File: src/rtl/fft4_pipe.sv
// fft4_pipe: two-stage pipelined 4-point radix-2 DIT FFT/IFFT with
// valid/ready handshakes on both sides.
//
// Ports:
//   clk, rst_n            clock, synchronous active-low reset
//   in_valid/in_ready     input frame handshake
//   in_inv                0 = forward, 1 = inverse (travels with the frame)
//   in_re/in_im           4 samples of DW bits, sample n at [n*DW +: DW]
//   out_valid/out_ready   output frame handshake
//   out_inv               mode bit of the frame on the output
//   out_re/out_im         4 bins of DW+2 bits, bin k at [k*(DW+2) +: DW+2]
module fft4_pipe #(
    parameter int DW        = 4,
    parameter bit INV_SCALE = 1'b0
) (
    input  logic                clk,
    input  logic                rst_n,
    input  logic                in_valid,
    output logic                in_ready,
    input  logic                in_inv,
    input  logic [4*DW-1:0]     in_re,
    input  logic [4*DW-1:0]     in_im,
    output logic                out_valid,
    input  logic                out_ready,
    output logic                out_inv,
    output logic [4*(DW+2)-1:0] out_re,
    output logic [4*(DW+2)-1:0] out_im
);

    localparam int W1 = DW + 1;
    localparam int W2 = DW + 2;

    logic en;
    logic accept;

    // Whole pipe advances together; a stalled output freezes everything.
    assign en       = !out_valid || out_ready;
    assign in_ready = en && rst_n;
    assign accept   = in_valid && in_ready;

    // Stage 1: first butterfly layer on sign-extended inputs
    logic signed [W1-1:0] xr [4];
    logic signed [W1-1:0] xi [4];
    logic signed [W1-1:0] br [4];
    logic signed [W1-1:0] bi [4];

    always_comb begin
        for (int n = 0; n < 4; n++) begin
            xr[n] = {in_re[n*DW+DW-1], in_re[n*DW +: DW]};
            xi[n] = {in_im[n*DW+DW-1], in_im[n*DW +: DW]};
        end
        br[0] = xr[0] + xr[2];
        bi[0] = xi[0] + xi[2];
        br[1] = xr[0] - xr[2];
        bi[1] = xi[0] - xi[2];
        br[2] = xr[1] + xr[3];
        bi[2] = xi[1] + xi[3];
        br[3] = xr[1] - xr[3];
        bi[3] = xi[1] - xi[3];
    end

    logic signed [W1-1:0] sr [4];
    logic signed [W1-1:0] si [4];
    logic                 v1;
    logic                 inv1;

    always_ff @(posedge clk) begin
        if (!rst_n) begin
            v1   <= 1'b0;
            inv1 <= 1'b0;
            for (int n = 0; n < 4; n++) begin
                sr[n] <= '0;
                si[n] <= '0;
            end
        end else if (en) begin
            v1 <= accept;
            if (accept) begin
                inv1 <= in_inv;
                for (int n = 0; n < 4; n++) begin
                    sr[n] <= br[n];
                    si[n] <= bi[n];
                end
            end
        end
    end

    // Stage 2: second layer; s3 is rotated by -j (forward) or +j (inverse)
    logic signed [W2-1:0] er [4];
    logic signed [W2-1:0] ei [4];
    logic signed [W2-1:0] rr;
    logic signed [W2-1:0] ri;
    logic signed [W2-1:0] yr [4];
    logic signed [W2-1:0] yi [4];
    logic signed [W2-1:0] zr [4];
    logic signed [W2-1:0] zi [4];

    always_comb begin
        for (int n = 0; n < 4; n++) begin
            er[n] = {sr[n][W1-1], sr[n]};
            ei[n] = {si[n][W1-1], si[n]};
        end
        // -j*(a+jb) = b-ja ; +j*(a+jb) = -b+ja
        rr = inv1 ? -ei[3] : ei[3];
        ri = inv1 ? er[3] : -er[3];
        yr[0] = er[0] + er[2];
        yi[0] = ei[0] + ei[2];
        yr[2] = er[0] - er[2];
        yi[2] = ei[0] - ei[2];
        yr[1] = er[1] + rr;
        yi[1] = ei[1] + ri;
        yr[3] = er[1] - rr;
        yi[3] = ei[1] - ri;
        for (int k = 0; k < 4; k++) begin
            zr[k] = yr[k];
            zi[k] = yi[k];
            if (INV_SCALE && inv1) begin
                zr[k] = yr[k] >>> 2;
                zi[k] = yi[k] >>> 2;
            end
        end
    end

    logic signed [W2-1:0] or_q [4];
    logic signed [W2-1:0] oi_q [4];

    always_ff @(posedge clk) begin
        if (!rst_n) begin
            out_valid <= 1'b0;
            out_inv   <= 1'b0;
            for (int k = 0; k < 4; k++) begin
                or_q[k] <= '0;
                oi_q[k] <= '0;
            end
        end else if (en) begin
            out_valid <= v1;
            if (v1) begin
                out_inv <= inv1;
                for (int k = 0; k < 4; k++) begin
                    or_q[k] <= zr[k];
                    oi_q[k] <= zi[k];
                end
            end
        end
    end

    for (genvar k = 0; k < 4; k++) begin : g_pack
        assign out_re[k*W2 +: W2] = or_q[k];
        assign out_im[k*W2 +: W2] = oi_q[k];
    end

endmodule

File: config.mk
export PLATFORM = sky130hd
export DESIGN_NAME = fft4_pipe
export DESIGN_NICKNAME = d
export VERILOG_FILES = /design/src/rtl/fft4_pipe.sv
export SDC_FILE = /design/constraint.sdc
export NUM_CORES = 1
export LEC_CHECK = 0
export BUFFER_PORTS_ARGS = -buffer_cell sky130_fd_sc_hd__buf_2
export CORE_MARGIN = 4
export CORE_UTILIZATION = 45
export CTS_BUF_LIST = sky130_fd_sc_hd__clkbuf_2
export DETAILED_ROUTE_END_ITERATION = 8
export GPL_TIMING_DRIVEN = 0
export HOLD_SLACK_MARGIN = 0.15
export PLACE_DENSITY = 0.66
export SLEW_MARGIN = 20
export SYNTH_ARGS = -nofsm -noshare
export SYNTH_HDL_FRONTEND = slang
export SYNTH_SLANG_ARGS = --single-unit
File: constraint.sdc
create_clock -name clk -period 2.8 [get_ports clk]
set_clock_uncertainty 0.15 [all_clocks]
set_input_delay 0.14 -clock clk [delete_from_list [all_inputs] [get_ports clk]]
set_output_delay 0.14 -clock clk [all_outputs]
set_load 0.01 [all_outputs]
; Yosys cells after proc, flatten, opt, wreduce, memory -nomap -nowiden
; Memories as Yosys holds them, arrays and structs flattened.
; Index checks and enable logic that the tools add are counted.
[totals]
memories = 4
ram_bits = 88
ff_bits = 4
latch_bits = 0
elab_cells = 75
romBits = 0
output_inout_bits = 51
input_bits = 37
[op_classes]
n_bitwise = 16
n_div = 0
add_sub_neg = 18
n_shift = 0
multipliers = 0
eq_ne = 0
mux = 27
n_lt_le_gt_ge = 0
reduce_logical = 6
[memory_table]
columns = name, words, word_bits, read_ports, rd_ports_with_merged_regs, wr, line
row1 = oi_q, 4, 6, 4, 0, 4, 124  ; logic signed [W2-1:0] oi_q [4];
row2 = or_q, 4, 6, 4, 0, 4, 123  ; logic signed [W2-1:0] or_q [4];
row3 = si, 4, 5, 4, 0, 4, 63  ; logic signed [W1-1:0] si [4];
row4 = sr, 4, 5, 4, 0, 4, 62  ; logic signed [W1-1:0] sr [4];
[op_table]
columns = operator, count
row1 = two-way mux 6 bit, 10
row2 = two-way mux 5 bit, 8
row3 = adder 4 x 4 -> 5 bit, 4
row4 = subtractor 4 x 4 -> 5 bit, 4
row5 = bitwise OR 1 bit, 16
row6 = adder 5 x 5 -> 6 bit, 2
row7 = adder 5 x 6 -> 6 bit, 2
row8 = negator 5 -> 6 bit, 2
row9 = subtractor 5 x 5 -> 6 bit, 2
row10 = subtractor 5 x 6 -> 6 bit, 2
row11 = two-way mux 1 bit, 9
row12 = AND reduction 2 bit, 2
row13 = logical AND 1 bit, 2
row14 = zero test 1 bit, 1
row15 = logical OR 1 bit, 1

; Depth between registers and ports, before layout
; Gate-level depths: netlist (run 1).
[logic_depth]
word_depth = 9
depth_mapped = 11
mapped_depth_nobuf = 11

; Least setup slack after synthesis (run 1)
; OpenSTA, ideal clock, no wires.
[synth_path]
path_kind = register to register
startpoint = memory sr[2][0] (netlist name)
endpoint = memory oi_q[1][5] (netlist name), data pin
setup_slack_ns = 0.346
required_ns = 2.393
t_arrival_ns = 2.048
setup_ns = 0.257
path_buffers = 0
path_stages_with_launch = 10
period_less_slack_ns = 2.454
cell_sequence = edfxtp_1 > inv_1 > ha_1 > mux2_2 > ha_1 > a211oi_1 > o21bai_1 > a21oi_1 > xor2_1 > nor2_1
[synth_lines]
columns = item, line
row1 = start: declaration, 62
row2 = end: declaration, 124

==> results of run 1 <==
-- per-layer routing --
metal  track usage  up-vias  wire [um]
met3        0.0239       24        493
met2         0.284       99       5660
met5             0        -          0
li1              -     2147          -
met4        0.0730        0        292
met1         0.216     1983       5300
-- cells by family (layout without fill, tap and decap cells) --
family	after synthesis	in the layout
multiplexers	2	2
buffers and inverters	88	266
flip-flops	84	84
XOR/XNOR	40	40
adder cells (fa/ha/maj)	93	93
AO/OA/AOI/OAI	94	94
other	0	1
AND/OR/NAND/NOR	135	135
-- where the power goes --
part	leakage (nW)	internal [mW]	total (mW)	switching, mW
Combinational	2.38	0.512	1.09	0.576
Sequential	0.882	1.50	1.56	0.0645
Clock	0.0895	0.381	0.802	0.421
Total	3.36	2.39	3.45	1.06
-- cell usage after synthesis, types with 3 or more instances --
library cell,number
and2_1,6
buf_4,6
or3_1,7
a21oi_1,45
o21ai_0,14
nand2b_1,5
nand2_1,13
inv_1,68
nor4_1,5
xnor2_1,21
xor2_1,19
o21ai_1,7
fa_1,16
buf_2,6
clkbuf_1,4
a21o_1,3
inv_2,4
nor2_1,76
dfxtp_1,4
o31ai_1,3
edfxtp_1,80
nor2b_1,8
nor3_1,9
ha_1,77
o21bai_1,12
-- what timing repair did --
| action | CTS | global route |
|---|---|---|
| resized for setup | 0 | 8 |
| endpoints found under the hold margin | 49 | 0 |
| setup buffers | 1 | 4 |
| endpoints found under the setup margin | 3 | 5 |
| pin swaps | 0 | 4 |
| hold buffers | 70 | 0 |
-- final cells by class --
type | count | area (sq um) | area share
tap | 168 | 210 | 0.0290
buffer | 16 | 90.1 | 0.0124
antenna | 1 | 2.50 | 0.000345
clock inverter | 7 | 115 | 0.0159
inverter | 72 | 270 | 0.0373
sequential | 84 | 2480 | 0.342
timing repair buffer | 162 | 1180 | 0.163
clock buffer | 9 | 45.0 | 0.00621
multi-input combinational | 364 | 2850 | 0.393
-- critical path, stage by stage, from the launching register on --
cell      delay, ns
edfxtp_1       0.59
inv_1          0.08
ha_1           0.29
mux2_4         0.31
ha_1           0.32
a211oi_2       0.26
o21bai_1       0.12
a21oi_2        0.14
xor2_1         0.15
nor2_1         0.06
-- worst min path at each step --
stage          cells after the start     start       end  slack (ns)
6_report                           5  in_re[4]  sr[2][1]        0.20
3_5_place_dp                       3  in_valid        v1        0.27
2_1_floorplan                      1     rst_n        v1        0.12
5_1_grt                            5  in_re[4]  sr[2][1]        0.19
4_1_cts                            5  in_re[4]  sr[2][1]        0.16
3_3_place_gp                       3  in_valid        v1        0.26
-- through the flow --
step	TNS (ns)	setup slack (ns)
final	0	0.0932
after global routing	-0.0811	-0.0811
after CTS	0	0.00289
after detailed placement	-0.00000933	-0.00000933
after global placement	0	0.0205
after floorplan	0	0.346
-- placed cells by master, fill, tap and decap left out, drive strengths merged, types with 3 or more instances in the layout --
cell and n:
nand2b 5, o21ai 21, clkinv 3, bufinv 3, nor4 5, o21bai 12
clkbuf 13, a21o 3, a21oi 45, or3 7, edfxtp 80, xnor2 21
o31ai 3, nor2b 8, dlygate4sd3 69, fa 16, ha 77, xor2 19
nor3 9, dfxtp 4, inv 72, nor2 76, buf 105, nand2 14
and2 6
-- sequential cells by signal, summed over array words and instances (netlist names) --
signal	cells
out_valid	1
or_q	22
oi_q	22
out_inv	1
inv1	1
sr	18
v1	1
si	18
==> summary.txt, run 1 <==
Clocking
  • CTS Sinks: 84
  • Reg clk slew, reported paths: 0.22 ns
  • H-Tree Depth: 3
  • CTS tree: yes
  • Root Driver: clkbuf_2
  • TritonCTS Buffers: 9
  • CTS max path bufs: 2
  • Later-pin clock latency in the skew report: 0.55 ns

Synthesis
  • Area contributors post-synth: edfxtp_1 42%, ha_1 17%, fa_1 5.7%, nor2_1 5.0%, inv_1 4.5%
  • Compound-Gate Fraction of Synth Area: 0.0979
  • XOR/XNOR Fraction of Synth Area: 0.0619
  • Syn_nets: 666
  • Post-synth EDFFs: 80
  • Main synth FF type: edfxtp_1
  • Post-Syn Area: 5660 sq um
  • Synthesized area per cell: 10.6 sq um
  • Synth warn: 0
  • Simple-gate share of the synthesized area: 0.108
  • Flops & latches, synth: 84
  • Largest family of logic cells by synthesized area: adder cells
  • Synth top area share: 0.424
  • Synth async-reset ratio: 0
  • Mux cell area share after synthesis: 0.00376
  • Sequential-to-total area share from yosys stat: 0.438
  • Yosys cell types: 39
  • Post-Syn Instances: 536
  • Largest area contributor in the netlist: edfxtp_1
  • Adder-cell share of the synthesized area: 0.227

Final layout
  • Fillers: 1034
  • Final nets: 839
  • Share of cells above drive strength 1: 0.188
  • Design Area, Final: 7250 sq um
  • Finished Layout Cells: 883
  • Final core utilization: 0.596
  • Area growth syn-to-layout: 28.1%

Critical path
  • Worst Path Class, Setup: reg -> reg
  • R2r setup slk: 0.09 ns
  • CP required: 2.97 ns
  • Critical Path AT: 2.88 ns
  • Critical Path Fanout Max: 7
  • CP endpoint kind: flop
  • FF-to-FF End: oi_q[1][5]
  • CP endpoint: oi_q[1][5]
  • Worst Setup Start Kind: flop
  • Worst setup startpoint: sr[2][0]
  • Worst r2r src: sr[2][0]
  • FF-to-FF path depth: 9

Place
  • HPWL Detailed: 8.96 mm
  • PortBufs: 87
  • Placed cells: 792
  • Post-DP Area: 6330 sq um
  • RePlAce Congestion: 0.838

Power
  • LEAKAGE: 3.36 nW
  • Post-layout total power: 3.45 mW
  • VDD IR max: 191 uV
  • Cell Pwr Density: 476 nW/um^2

Floorplan
  • Effective utilization at floorplan: 0.466
  • FP Rows: 40
  • Die width: 120 um
  • Core Box Area: 12200 sq um
  • Die Span Y: 120 um
  • Die ar.: 14400 sq um
  • Top Ports: 88

Global routing
  • Grt total ovfl: 0
  • Antenna violations before repair: 1
  • Largest net degree at the start of global routing: 37
  • Total track usage: 0.168
  • First-pass GRT wire length: 19.8 mm
  • Vias in the first global route: 4319

Detailed routing
  • DRT Pass-1 Iters: 4
  • Via density: 4.82
  • Remaining antenna violation count: 0
  • Final WL: 11.7 mm
  • Drt wl/cell: 13.3 um
  • Starting DRC count in detailed routing: 180
  • DRC: 0
  • DR vias: 4253

Timing
  • Final Hold Viols: 0
  • Slew @ Worst Pin: 0.796 ns
  • Final hold slack: 0.203 ns
  • Rel. slew slack: 0.467
  • Count of final setup violators: 0
  • Period utilisation layout: 0.967
  • Crit path time final: 2.71 ns
  • Final slew viol count: 0
  • Achievable Freq: 369 MHz

Run status
  • Status: finished, final reports clean

Worst hold path
  • Worst hold path type: in -> reg

Flow run
  • Max Cap Viol: 0
No activity file was read; power rests on OpenSTA's default activity.
==> run 2, diff against run 1 <==
CTS_BUF_LIST = unset   (was sky130_fd_sc_hd__clkbuf_2)
==> run 2 against run 1 <==
Compared with the run above:
- core utilization down 2.7 points
- global-route usage decreased by 0.27 points
- fmax is 0.47% higher
- combinational power shrank 8%
- register-to-register slack about the same
- hold slack lost 0.032 ns
- flip-flop and latch count unchanged
- worst setup slack improved by 0.013 ns
- design area decreased by 4.6%
- sequential share of layout area rose by 1.6 points
- first-iteration DRC count is 11% lower
==> summary.txt, run 2 (same netlist as run 1, synthesis figures left out) <==
Run status
  • Status: finished, final reports clean

Critical path
  • Worst r2r src: sr[2][0]
  • Worst Path Class, Setup: reg -> reg
  • CP endpoint kind: flop
  • Worst Setup Start Kind: flop
  • R2r setup slk: 0.11 ns
  • CP required: 2.75 ns
  • Critical Path AT: 2.64 ns
  • FF-to-FF path depth: 9
  • FF-to-FF End: oi_q[3][5]
  • Critical Path Fanout Max: 7

Detailed routing
  • DR vias: 4023
  • DRT Pass-1 Iters: 4
  • Drt wl/cell: 13.8 um
  • Via density: 4.84
  • DRC: 0
  • Starting DRC count in detailed routing: 160
  • Final WL: 11.5 mm
  • Remaining antenna violation count: 0

Final layout
  • Regs by FF count: oi_q: 22 flops, or_q: 22 flops
  • Finished Layout Cells: 831
  • Most frequent cells in the layout: 93 x buf_2, 80 x edfxtp_1, 77 x ha_1, 76 x nor2_1, 68 x inv_1
  • Final core utilization: 0.569
  • Reg area: 2480 sq um
  • Fillers: 1043
  • Multi-input logic area: 2840 sq um
  • Commonest non-fill, non-tap cell in the layout: buf_2
  • Share of cells above drive strength 1: 0.199
  • Area growth syn-to-layout: 22.2%
  • Final nets: 788
  • Diodes inserted: 0

Place
  • Worst slack, placed: -0.00000933 ns
  • PortBufs: 87
  • RePlAce Congestion: 0.838
  • Placed cells: 792
  • HPWL Detailed: 8.96 mm

Worst hold path
  • Hold Path Stages: 4
  • Hold path startpoint: in_im[3]
  • Worst hold path type: in -> reg
  • Hold EP: si[0][4]

Floorplan
  • FP Rows: 40
  • Die Span Y: 120 um
  • Die ar.: 14400 sq um
  • Top Ports: 88
  • Core Box Area: 12200 sq um
  • Effective utilization at floorplan: 0.466
  • Die width: 120 um

Clocking
  • Later-pin clock latency in the skew report: 0.34 ns
  • CTS Sinks: 84
  • CTS max path bufs: 2
  • TritonCTS Buffers: 9
  • Root Driver: clkbuf_16
  • H-Tree Depth: 3
  • CTS tree: yes
  • Reg clk slew, reported paths: 0.06 ns

Global routing
  • First-pass GRT wire length: 19.3 mm
  • Vias in the first global route: 4087
  • Largest net degree at the start of global routing: 37
  • Antenna violations before repair: 0
  • Grt total ovfl: 0
  • Total track usage: 0.165

Timing
  • Rel. slew slack: 0.465
  • Setup TNS: 0 ns
  • Crit path time final: 2.69 ns
  • Slew @ Worst Pin: 0.799 ns
  • Achievable Freq: 371 MHz
  • Worst setup margin: 0.106 ns
  • Count of final setup violators: 0
  • Final Hold Viols: 0
  • Final slew viol count: 0
  • Period utilisation layout: 0.962

Power
  • LEAKAGE: 3.21 nW
  • Cell Pwr Density: 570 nW/um^2
  • VDD IR max: 291 uV

Flow run
  • Max Cap Viol: 0
run 2: area by class of cell:
type / instances / area share
clock buffer: 10 / 0.0345
sequential: 84 / 0.359
clock inverter: 6 / 0.0161
timing repair buffer: 111 / 0.0976
inverter: 72 / 0.0390
tap: 168 / 0.0304
buffer: 16 / 0.0130
multi-input combinational: 364 / 0.411
run 2: per-stage QoR:
step | hold WS [ns] | power, mW | cell area (sq um)
detailed placement | 0.269 | 2.55 | 6330
global route | 0.174 | 4.17 | 6920
finish | 0.170 | 3.94 | 6920
floorplan | 0.118 | 2.27 | 5660
CTS | 0.155 | 3.96 | 6880
global placement | 0.258 | 2.51 | 6310
run 2: worst max-delay path by stage:
| stage | from | end | slack (ns) | cells after the start |
|---|---|---|---|---|
| after floorplan | sr[2][0] | oi_q[1][5] | 0.35 | 9 |
| after global placement | si[2][0] | or_q[3][4] | 0.02 | 10 |
| after detailed placement | si[2][0] | or_q[3][4] | -0.000009 | 10 |
| after CTS | sr[2][0] | oi_q[1][5] | 0.03 | 9 |
| after global routing | sr[2][0] | oi_q[1][5] | -0.06 | 9 |
| final | sr[2][0] | oi_q[3][5] | 0.11 | 9 |
run 2: worst max-delay path, stage by stage (launching register included):
cell      delay [ns]
edfxtp_1        0.53
inv_1           0.08
ha_1            0.29
mux2_2          0.32
ha_1            0.29
o21bai_1        0.17
a21oi_2         0.10
o31ai_2         0.25
xor2_1          0.19
nor2_1          0.06
run 2: where the power goes:
part / total (mW) / internal, mW / switching, mW
Combinational: 1.00 / 0.440 / 0.562
Clock: 1.37 / 0.895 / 0.477
Sequential: 1.57 / 1.50 / 0.0654
run 2: metal layers:
| metal | track usage | vias to the layer above | part of all wire |
|---|---|---|---|
| li1 | - | 2040 | - |
| met1 | 0.218 | 1879 | 0.46 |
| met2 | 0.266 | 86 | 0.47 |
| met3 | 0.0384 | 18 | 0.045 |
| met4 | 0.0630 | 0 | 0.023 |
| met5 | 0 | - | 0 |
run 2: what timing repair did:
action                                  in CTS  in global routing
endpoints found under the hold margin       13                  0
resized for setup                            0                  4
endpoints found under the setup margin       1                  2
setup buffers                                1                  3
pin swaps                                    0                  3
hold buffers                                19                  0
